==> config.mk <==
export PLATFORM = sky130hd
export DESIGN_NAME = mc6809_bus_bridge_flat
export DESIGN_NICKNAME = d
export VERILOG_FILES = /design/src/rtl/mc6809_bus_bridge_pkg.sv /design/src/rtl/mc6809_bus_bridge_if.sv /design/src/rtl/mc6809_bus_bridge_sync_edge_detect.sv /design/src/rtl/mc6809_bus_bridge.sv /design/src/flat_wrapper.sv
export SDC_FILE = /design/constraint.sdc
export NUM_CORES = 1
export LEC_CHECK = 0
export CORE_MARGIN = 2
export CORE_UTILIZATION = 45
export CTS_CLUSTER_SIZE = 28
export DETAILED_ROUTE_END_ITERATION = 12
export DONT_BUFFER_PORTS = 1
export HOLD_SLACK_MARGIN = 0.03
export PLACE_DENSITY = 0.69
export SYNTH_ARGS = -nofsm -noshare
export SYNTH_HDL_FRONTEND = slang
export SYNTH_SLANG_ARGS = --single-unit
==> constraint.sdc <==
create_clock -name clk -period 1.8 [get_ports clk]
set_input_delay 0.36 -clock clk [delete_from_list [all_inputs] [get_ports clk]]
set_output_delay 0.36 -clock clk [all_outputs]
set_load 0.03 [all_outputs]
==> src/rtl/mc6809_bus_bridge_pkg.sv <==
// Shared types and constants for the 6809-to-SPI-flash bus bridge.
package mtl1_bus_pkg;

  typedef enum logic [2:0] {
    ST_IDLE,
    ST_RD_REQ,
    ST_RD_WAIT,
    ST_RD_HOLD,
    ST_WR_CAPT,
    ST_WR_REQ
  } state_e;

  // Number of upper address bits compared against the window base.
  localparam int WIN_CMP_W = 4;

  // Byte returned to the CPU when a read is abandoned on timeout.
  localparam logic [7:0] TIMEOUT_FILL = 8'hFF;

  typedef struct packed {
    logic        rw;
    logic [11:0] addr;
    logic [7:0]  wdata;
  } req_t;

  function automatic logic win_hit(input logic [15:0] addr, input logic [15:0] base);
    return addr[15:16-WIN_CMP_W] == base[15:16-WIN_CMP_W];
  endfunction

endpackage

==> src/rtl/mc6809_bus_bridge_if.sv <==
// CPU bus, flash request port and CPU handshake signals of the bridge.
interface mc6809_bus_bridge_if;
  logic        i_E;
  logic        i_Q;
  logic [15:0] i_ADDRESS_BUS;
  logic [7:0]  i_DataBus;
  logic        i_RW;
  logic        o_req_valid;
  logic        o_req_rw;
  logic [11:0] o_req_addr;
  logic [7:0]  o_req_wdata;
  logic        i_req_ready;
  logic        i_rsp_valid;
  logic [7:0]  i_rsp_rdata;
  logic        o_MRDY;
  logic        o_data_oe;
  logic [7:0]  o_DataBus;
  logic        o_timeout;

  // Bridge side.
  modport slave (
    input  i_E, i_Q, i_ADDRESS_BUS, i_DataBus, i_RW,
    input  i_req_ready, i_rsp_valid, i_rsp_rdata,
    output o_req_valid, o_req_rw, o_req_addr, o_req_wdata,
    output o_MRDY, o_data_oe, o_DataBus, o_timeout
  );

  // Environment side (CPU and flash controller).
  modport master (
    output i_E, i_Q, i_ADDRESS_BUS, i_DataBus, i_RW,
    output i_req_ready, i_rsp_valid, i_rsp_rdata,
    input  o_req_valid, o_req_rw, o_req_addr, o_req_wdata,
    input  o_MRDY, o_data_oe, o_DataBus, o_timeout
  );
endinterface

==> src/rtl/mc6809_bus_bridge_sync_edge_detect.sv <==
// Multi-flop synchroniser for an asynchronous level with registered edge strobes.
// The strobes are computed one stage early so they line up with the
// synchronised level rather than lagging it by a clock.
module sync_edge_detect #(
  parameter int SYNC_STAGES = 2
) (
  input  logic clk,
  input  logic reset,
  input  logic d_async,
  output logic q_sync,
  output logic rise,
  output logic fall
);

  logic [SYNC_STAGES-1:0] sync_q, sync_d;
  logic                   rise_q, rise_d;
  logic                   fall_q, fall_d;

  // Next-state: shift the chain, detect transitions entering the last stage.
  always_comb begin
    sync_d = {sync_q[SYNC_STAGES-2:0], d_async};
    rise_d = sync_q[SYNC_STAGES-2] & ~sync_q[SYNC_STAGES-1];
    fall_d = ~sync_q[SYNC_STAGES-2] & sync_q[SYNC_STAGES-1];
  end

  // Register the chain and strobes; reset clears everything.
  always_ff @(posedge clk) begin
    if (!reset) begin
      sync_q <= '0;
      rise_q <= 1'b0;
      fall_q <= 1'b0;
    end else begin
      sync_q <= sync_d;
      rise_q <= rise_d;
      fall_q <= fall_d;
    end
  end

  assign q_sync = sync_q[SYNC_STAGES-1];
  assign rise   = rise_q;
  assign fall   = fall_q;

endmodule

==> src/rtl/mc6809_bus_bridge.sv <==
// 6809 bus front end: decodes a 4 KB flash window, turns each hit into one
// valid/ready request, and stretches reads with MRDY until data returns.
module mc6809_bus_bridge
  import mtl1_bus_pkg::*;
#(
  parameter logic [15:0] BASE_ADDR    = 16'hE000,
  parameter int          SYNC_STAGES  = 2,
  parameter logic [15:0] MRDY_TIMEOUT = 16'd4000
) (
  input logic                 clk,
  input logic                 reset,
  mc6809_bus_bridge_if.slave  bus
);

  logic e_sync, e_rise, e_fall;
  logic q_sync, q_rise, q_fall;

  sync_edge_detect #(.SYNC_STAGES(SYNC_STAGES)) u_sync_e (
    .clk(clk), .reset(reset), .d_async(bus.i_E),
    .q_sync(e_sync), .rise(e_rise), .fall(e_fall)
  );

  sync_edge_detect #(.SYNC_STAGES(SYNC_STAGES)) u_sync_q (
    .clk(clk), .reset(reset), .d_async(bus.i_Q),
    .q_sync(q_sync), .rise(q_rise), .fall(q_fall)
  );

  // Only E fall and Q rise drive the bridge; the other edges are spare.
  logic unused_edges;
  assign unused_edges = e_rise ^ q_sync ^ q_fall;

  state_e      state_q, state_d;
  req_t        req_q, req_d;
  logic        req_valid_q, req_valid_d;
  logic        mrdy_q, mrdy_d;
  logic        oe_q, oe_d;
  logic [7:0]  dbus_q, dbus_d;
  logic        tmo_q, tmo_d;
  logic [15:0] tmo_cnt_q, tmo_cnt_d;
  logic [7:0]  wcap_q, wcap_d;
  logic        pend_valid_q, pend_valid_d;
  logic        pend_rw_q, pend_rw_d;
  logic [11:0] pend_addr_q, pend_addr_d;

  logic hit, tmo_hit, rsp_take;

  assign hit      = q_rise && win_hit(bus.i_ADDRESS_BUS, BASE_ADDR);
  assign tmo_hit  = !mrdy_q && (tmo_cnt_q == MRDY_TIMEOUT - 16'd1);
  assign rsp_take = (state_q == ST_RD_WAIT) && bus.i_rsp_valid;

  // Next-state and output logic for the bus-cycle FSM and its side registers.
  always_comb begin
    state_d      = state_q;
    req_d        = req_q;
    req_valid_d  = req_valid_q;
    mrdy_d       = mrdy_q;
    oe_d         = oe_q;
    dbus_d       = dbus_q;
    tmo_d        = 1'b0;
    tmo_cnt_d    = mrdy_q ? 16'd0 : tmo_cnt_q + 16'd1;
    wcap_d       = e_sync ? bus.i_DataBus : wcap_q;
    pend_valid_d = pend_valid_q;
    pend_rw_d    = pend_rw_q;
    pend_addr_d  = pend_addr_q;

    case (state_q)
      ST_IDLE: begin
        if (hit) begin
          req_d.addr = bus.i_ADDRESS_BUS[11:0];
          if (bus.i_RW) begin
            req_d.rw    = 1'b1;
            req_valid_d = 1'b1;
            mrdy_d      = 1'b0;
            state_d     = ST_RD_REQ;
          end else begin
            state_d = ST_WR_CAPT;
          end
        end
      end
      ST_RD_REQ: begin
        if (bus.i_req_ready) begin
          req_valid_d = 1'b0;
          state_d     = ST_RD_WAIT;
        end
      end
      ST_RD_WAIT: begin
        if (bus.i_rsp_valid) begin
          dbus_d  = bus.i_rsp_rdata;
          oe_d    = 1'b1;
          mrdy_d  = 1'b1;
          state_d = ST_RD_HOLD;
        end
      end
      ST_RD_HOLD: begin
        if (e_fall) begin
          oe_d    = 1'b0;
          state_d = ST_IDLE;
        end
      end
      ST_WR_CAPT: begin
        if (e_fall) begin
          req_d.wdata = wcap_q;
          req_d.rw    = 1'b0;
          req_valid_d = 1'b1;
          state_d     = ST_WR_REQ;
        end
      end
      ST_WR_REQ: begin
        // A hit behind a posted write is parked and the CPU stretched.
        if (hit && !pend_valid_q) begin
          pend_valid_d = 1'b1;
          pend_rw_d    = bus.i_RW;
          pend_addr_d  = bus.i_ADDRESS_BUS[11:0];
          mrdy_d       = 1'b0;
        end
        if (bus.i_req_ready) begin
          req_valid_d = 1'b0;
          state_d     = ST_IDLE;
          if (pend_valid_d) begin
            pend_valid_d = 1'b0;
            req_d.addr   = pend_addr_d;
            if (pend_rw_d) begin
              req_d.rw    = 1'b1;
              req_valid_d = 1'b1;
              state_d     = ST_RD_REQ;
            end else begin
              mrdy_d  = 1'b1;
              state_d = ST_WR_CAPT;
            end
          end
        end
      end
      default: state_d = ST_IDLE;
    endcase

    // Timeout abandons whatever is stalling the CPU; a response on the same clk wins.
    if (tmo_hit && !rsp_take) begin
      tmo_d        = 1'b1;
      dbus_d       = TIMEOUT_FILL;
      oe_d         = 1'b1;
      mrdy_d       = 1'b1;
      req_valid_d  = 1'b0;
      pend_valid_d = 1'b0;
      state_d      = ST_RD_HOLD;
    end
  end

  // State and registered outputs; reset abandons any outstanding request.
  always_ff @(posedge clk) begin
    if (!reset) begin
      state_q      <= ST_IDLE;
      req_q        <= '{rw: 1'b1, addr: 12'h000, wdata: 8'h00};
      req_valid_q  <= 1'b0;
      mrdy_q       <= 1'b1;
      oe_q         <= 1'b0;
      dbus_q       <= 8'h00;
      tmo_q        <= 1'b0;
      tmo_cnt_q    <= 16'd0;
      wcap_q       <= 8'h00;
      pend_valid_q <= 1'b0;
      pend_rw_q    <= 1'b1;
      pend_addr_q  <= 12'h000;
    end else begin
      state_q      <= state_d;
      req_q        <= req_d;
      req_valid_q  <= req_valid_d;
      mrdy_q       <= mrdy_d;
      oe_q         <= oe_d;
      dbus_q       <= dbus_d;
      tmo_q        <= tmo_d;
      tmo_cnt_q    <= tmo_cnt_d;
      wcap_q       <= wcap_d;
      pend_valid_q <= pend_valid_d;
      pend_rw_q    <= pend_rw_d;
      pend_addr_q  <= pend_addr_d;
    end
  end

  assign bus.o_req_valid = req_valid_q;
  assign bus.o_req_rw    = req_q.rw;
  assign bus.o_req_addr  = req_q.addr;
  assign bus.o_req_wdata = req_q.wdata;
  assign bus.o_MRDY      = mrdy_q;
  assign bus.o_data_oe   = oe_q;
  assign bus.o_DataBus   = dbus_q;
  assign bus.o_timeout   = tmo_q;

endmodule
==> src/flat_wrapper.sv <==
// flat-port wrapper written by rule: the top's interface ports become plain ports
module mc6809_bus_bridge_flat import mtl1_bus_pkg::*;
#(
  parameter logic [15:0] BASE_ADDR    = 16'hE000,
  parameter int          SYNC_STAGES  = 2,
  parameter logic [15:0] MRDY_TIMEOUT = 16'd4000
)
  (clk, reset, bus_i_E, bus_i_Q, bus_i_ADDRESS_BUS, bus_i_DataBus, bus_i_RW, bus_i_req_ready, bus_i_rsp_valid, bus_i_rsp_rdata, bus_o_req_valid, bus_o_req_rw, bus_o_req_addr, bus_o_req_wdata, bus_o_MRDY, bus_o_data_oe, bus_o_DataBus, bus_o_timeout);
  mc6809_bus_bridge_if bus_i ();
  input logic clk;
  input logic reset;
  input wire logic [$bits(bus_i.i_E)-1:0] bus_i_E;
  input wire logic [$bits(bus_i.i_Q)-1:0] bus_i_Q;
  input wire logic [$bits(bus_i.i_ADDRESS_BUS)-1:0] bus_i_ADDRESS_BUS;
  input wire logic [$bits(bus_i.i_DataBus)-1:0] bus_i_DataBus;
  input wire logic [$bits(bus_i.i_RW)-1:0] bus_i_RW;
  input wire logic [$bits(bus_i.i_req_ready)-1:0] bus_i_req_ready;
  input wire logic [$bits(bus_i.i_rsp_valid)-1:0] bus_i_rsp_valid;
  input wire logic [$bits(bus_i.i_rsp_rdata)-1:0] bus_i_rsp_rdata;
  output wire logic [$bits(bus_i.o_req_valid)-1:0] bus_o_req_valid;
  output wire logic [$bits(bus_i.o_req_rw)-1:0] bus_o_req_rw;
  output wire logic [$bits(bus_i.o_req_addr)-1:0] bus_o_req_addr;
  output wire logic [$bits(bus_i.o_req_wdata)-1:0] bus_o_req_wdata;
  output wire logic [$bits(bus_i.o_MRDY)-1:0] bus_o_MRDY;
  output wire logic [$bits(bus_i.o_data_oe)-1:0] bus_o_data_oe;
  output wire logic [$bits(bus_i.o_DataBus)-1:0] bus_o_DataBus;
  output wire logic [$bits(bus_i.o_timeout)-1:0] bus_o_timeout;
  assign bus_i.i_E = bus_i_E;
  assign bus_i.i_Q = bus_i_Q;
  assign bus_i.i_ADDRESS_BUS = bus_i_ADDRESS_BUS;
  assign bus_i.i_DataBus = bus_i_DataBus;
  assign bus_i.i_RW = bus_i_RW;
  assign bus_i.i_req_ready = bus_i_req_ready;
  assign bus_i.i_rsp_valid = bus_i_rsp_valid;
  assign bus_i.i_rsp_rdata = bus_i_rsp_rdata;
  assign bus_o_req_valid = bus_i.o_req_valid;
  assign bus_o_req_rw = bus_i.o_req_rw;
  assign bus_o_req_addr = bus_i.o_req_addr;
  assign bus_o_req_wdata = bus_i.o_req_wdata;
  assign bus_o_MRDY = bus_i.o_MRDY;
  assign bus_o_data_oe = bus_i.o_data_oe;
  assign bus_o_DataBus = bus_i.o_DataBus;
  assign bus_o_timeout = bus_i.o_timeout;
  mc6809_bus_bridge #(.BASE_ADDR(BASE_ADDR), .SYNC_STAGES(SYNC_STAGES), .MRDY_TIMEOUT(MRDY_TIMEOUT)) u_core (.clk(clk), .reset(reset), .bus(bus_i));
endmodule
==> reports/metrics.cfg <==
[grt]
grt_pass1_wl_mm = 11.2
grt_max_degree = 62
overflow = 0
grt_antenna_before_repair = 0
grt_pass1_vias = 2394
grt.total_usage_pct = 16.6

[clock_network]
postCtsSetupBuffers = 0
cts.path.max_buffers = 2
cts_buffers = 9
cts-root-buf = clkbuf_8
clk_latency_ns = 0.34
cts-htree-levels = 3
clock-sinks = 80
cts_tree = done
postCtsHoldBufs = 0
clk_transition_reported_paths_ns = 0.08
post_cts_resize_count = 0

[floorplanning]
io_pins = 72
rows = 32
core_um2 = 7610
dieArea_um2 = 8440
initial_core_util_pct = 45.7
chipWidth_um = 91.9
die_y_um = 91.9

[hold_path]
hp-class = input port to register
min_from = reset

[synthesis]
synth_cell_types = 57
synth_common_cells = dfxtp_1, nand2_1, nor2_1, mux2i_1, o211a_1
netlist_instances = 363
synth_warnings = 0
async_flop_share_pct = 0
synth_edf_count = 0
syn-cell-area_um2 = 3480
synthFlopType = dfxtp_1
synth_fp_nets = 403
ys_ff_latch = 80
synth_top_area_share_pct = 46.1
seq_area_frac_synth_pct = 46.1
yosys-top-cells-area = dfxtp_1, nand2_1, mux2i_1
avgSynthCellArea_um2 = 9.58
synth_top_cell_by_area = dfxtp_1
synth_most_common_cell = dfxtp_1

[setup_path]
cp.buffers_inverters = 0
critPathLaunch = u_core.state_q[1]$_SDFFE_PN0P_
cp-start-kind = register
endpoint_kind = register
cp_data_required_time_ns = 2.04
slowest_stage = dfxtp_1
criticalPathCategory = register to register
crit_fanout = 8
worst-path-stages = 5
crit_family = flip-flops
crit_chain = and2b_4 -> o2bb2ai_1 -> a211oi_2 -> mux2_2 -> o21a_1
slowest_delay_ns = 0.50
r2r_cells = 5
regToRegSetupSlack_ns = 0.14
reg2reg_from = u_core.state_q[1]$_SDFFE_PN0P_
crit_end = u_core.state_q[0]$_SDFFE_PN0P_
arrival_ns = 1.90
worstReg2RegEnd = u_core.state_q[0]$_SDFFE_PN0P_

[detailed_routing]
wl_met2_mm = 3.31
antenna_left = 0
met3_length_um = 384
firstDrtPassIters = 4
wl_per_cell_um = 14.4
drt_iter0_drc = 95
dr.max_layer_used = met4
drc = 0
via_per_inst = 5.29
met1Wirelength_mm = 3.04
num_vias = 2516
drt_wl_total_mm = 6.84

[final_layout]
multiInputGateArea_um2 = 1730
diodes = 0
seqCellArea_um2 = 1600
nFillCells = 712
synthToLayoutAreaGrowth_pct = 10.3
final_cells = 476
final_util_pct = 50.4
final_nets = 409
drive_gt1_share_pct = 14.4

[power_and_ir_drop]
p_per_area_nw_per_um2 = 897
peakVddDrop_uv = 318
p_leak_nw = 1.47

[sta]
rsz0062_at_grt = no
holdWs_ns = 0.125
fin_ws_ns = 0.141
slew_viol_final = 0
hold_viol = 0
fin_crit_sh_pct = 92.2
max_slew_margin_pct = 60.5
fin_crit_ns = 1.66
skew_ns = 0.0107
fin_setup_tns_ns = 0
worstMarginPinSlew_ns = 0.592
fmax_mhz = 603
setup_viol = 0

[placed_design]
gp_congestion = 0.840
hpwl_mm = 4.82
placedCellCount = 460
preCtsSetupSlack_ns = 0.140
portBuffers = 0

[outcome]
status = finished clean

[run]
drv_cap = 0

## through the flow
step                total power, mW  instance area, um^2
floorplan                      2.09                 3480
global placement               2.13                 3630
detailed placement             2.13                 3630
CTS                            3.48                 3830
global route                   3.57                 3830
finish                         3.44                 3830
## sequential cells by signal, summed over array words and instances, names as in the netlist
register	count
u_core.tmo_cnt_q	16
u_core.bus.o_req_addr	12
u_core.pend_addr_q	12
u_core.bus.o_DataBus	8
u_core.bus.o_req_wdata	8
u_core.wcap_q	8
u_core.state_q	3
u_core.u_sync_e.sync_q	2
u_core.u_sync_q.sync_q	2
u_core.bus.o_MRDY	1
u_core.bus.o_data_oe	1
u_core.bus.o_req_rw	1
u_core.bus.o_req_valid	1
u_core.bus.o_timeout	1
u_core.pend_rw_q	1
u_core.pend_valid_q	1
u_core.u_sync_e.fall	1
u_core.u_sync_q.rise	1
## worst min path at each step
stage                                                end  slack [ns]  cells past startpoint
detailed placement       u_core.u_sync_q.rise$_SDFF_PN0_        0.37                      1
global placement         u_core.u_sync_q.rise$_SDFF_PN0_        0.37                      1
global route        u_core.u_sync_q.sync_q[0]$_SDFF_PN0_        0.11                      1
CTS                     u_core.bus.o_req_rw$_SDFFE_PN1P_         0.1                      1
floorplan                u_core.u_sync_q.rise$_SDFF_PN0_        0.37                      1
finish                  u_core.bus.o_req_rw$_SDFFE_PN1P_        0.13                      1
## cells by family (layout without fill, tap and decap cells)
family | count (synthesis) | in the layout | synth area share, %
flops | 80 | 80 | 46.1
compound gates | 78 | 78 | 18.2
mux | 22 | 22 | 6.37
xor+xnor | 11 | 11 | 2.77
fa+ha+maj | 1 | 1 | 0.360
simple gates | 146 | 146 | 22.0
buf+inv | 25 | 36 | 4.21
## power by group
part | switching, mW | internal (mW)
combinational | 0.0999 | 0.118
clock | 0.635 | 0.712
sequential | 0.0679 | 1.81
## final cells by class
class                      instances  share of cell area, %
clock buffer                      11                   3.95
multi-input combinational        258                   45.1
clock inverter                     5                   1.44
inverter                           5                  0.490
sequential                        80                   41.8
tap                              102                   3.33
timing repair buffer              15                   3.92
## cells in the final DEF (no fill, tap or decap), types with 2 or more instances in the layout
cell | netlist | final
a21boi_0 | 10 | 10
o211a_1 | 13 | 13
buf_12 | 0 | 3
clkbuf_8 | 0 | 11
o21ai_0 | 9 | 9
nand2b_1 | 3 | 3
o21a_1 | 3 | 3
nor2_1 | 22 | 22
xor2_1 | 8 | 8
o221a_2 | 8 | 8
xnor2_1 | 3 | 3
a21boi_1 | 10 | 10
clkinvlp_4 | 0 | 2
dfxtp_1 | 80 | 80
buf_4 | 3 | 12
or3_1 | 3 | 3
inv_1 | 5 | 5
clkinv_2 | 0 | 2
o211ai_1 | 2 | 2
nand2_1 | 65 | 65
and4_1 | 2 | 2
nand4_1 | 4 | 4
and3_1 | 5 | 5
nand3_1 | 7 | 7
a21oi_1 | 11 | 11
nor2b_1 | 11 | 11
and2_1 | 8 | 8
mux2i_1 | 21 | 21
## layer usage
layer  GRT usage [%]  up-vias
met5               0        -
met4            5.47        0
met3            6.16       13
met2            26.5       46
met1            20.7     1181
li1                -     1276
No activity file was read; power rests on OpenSTA's default activity.
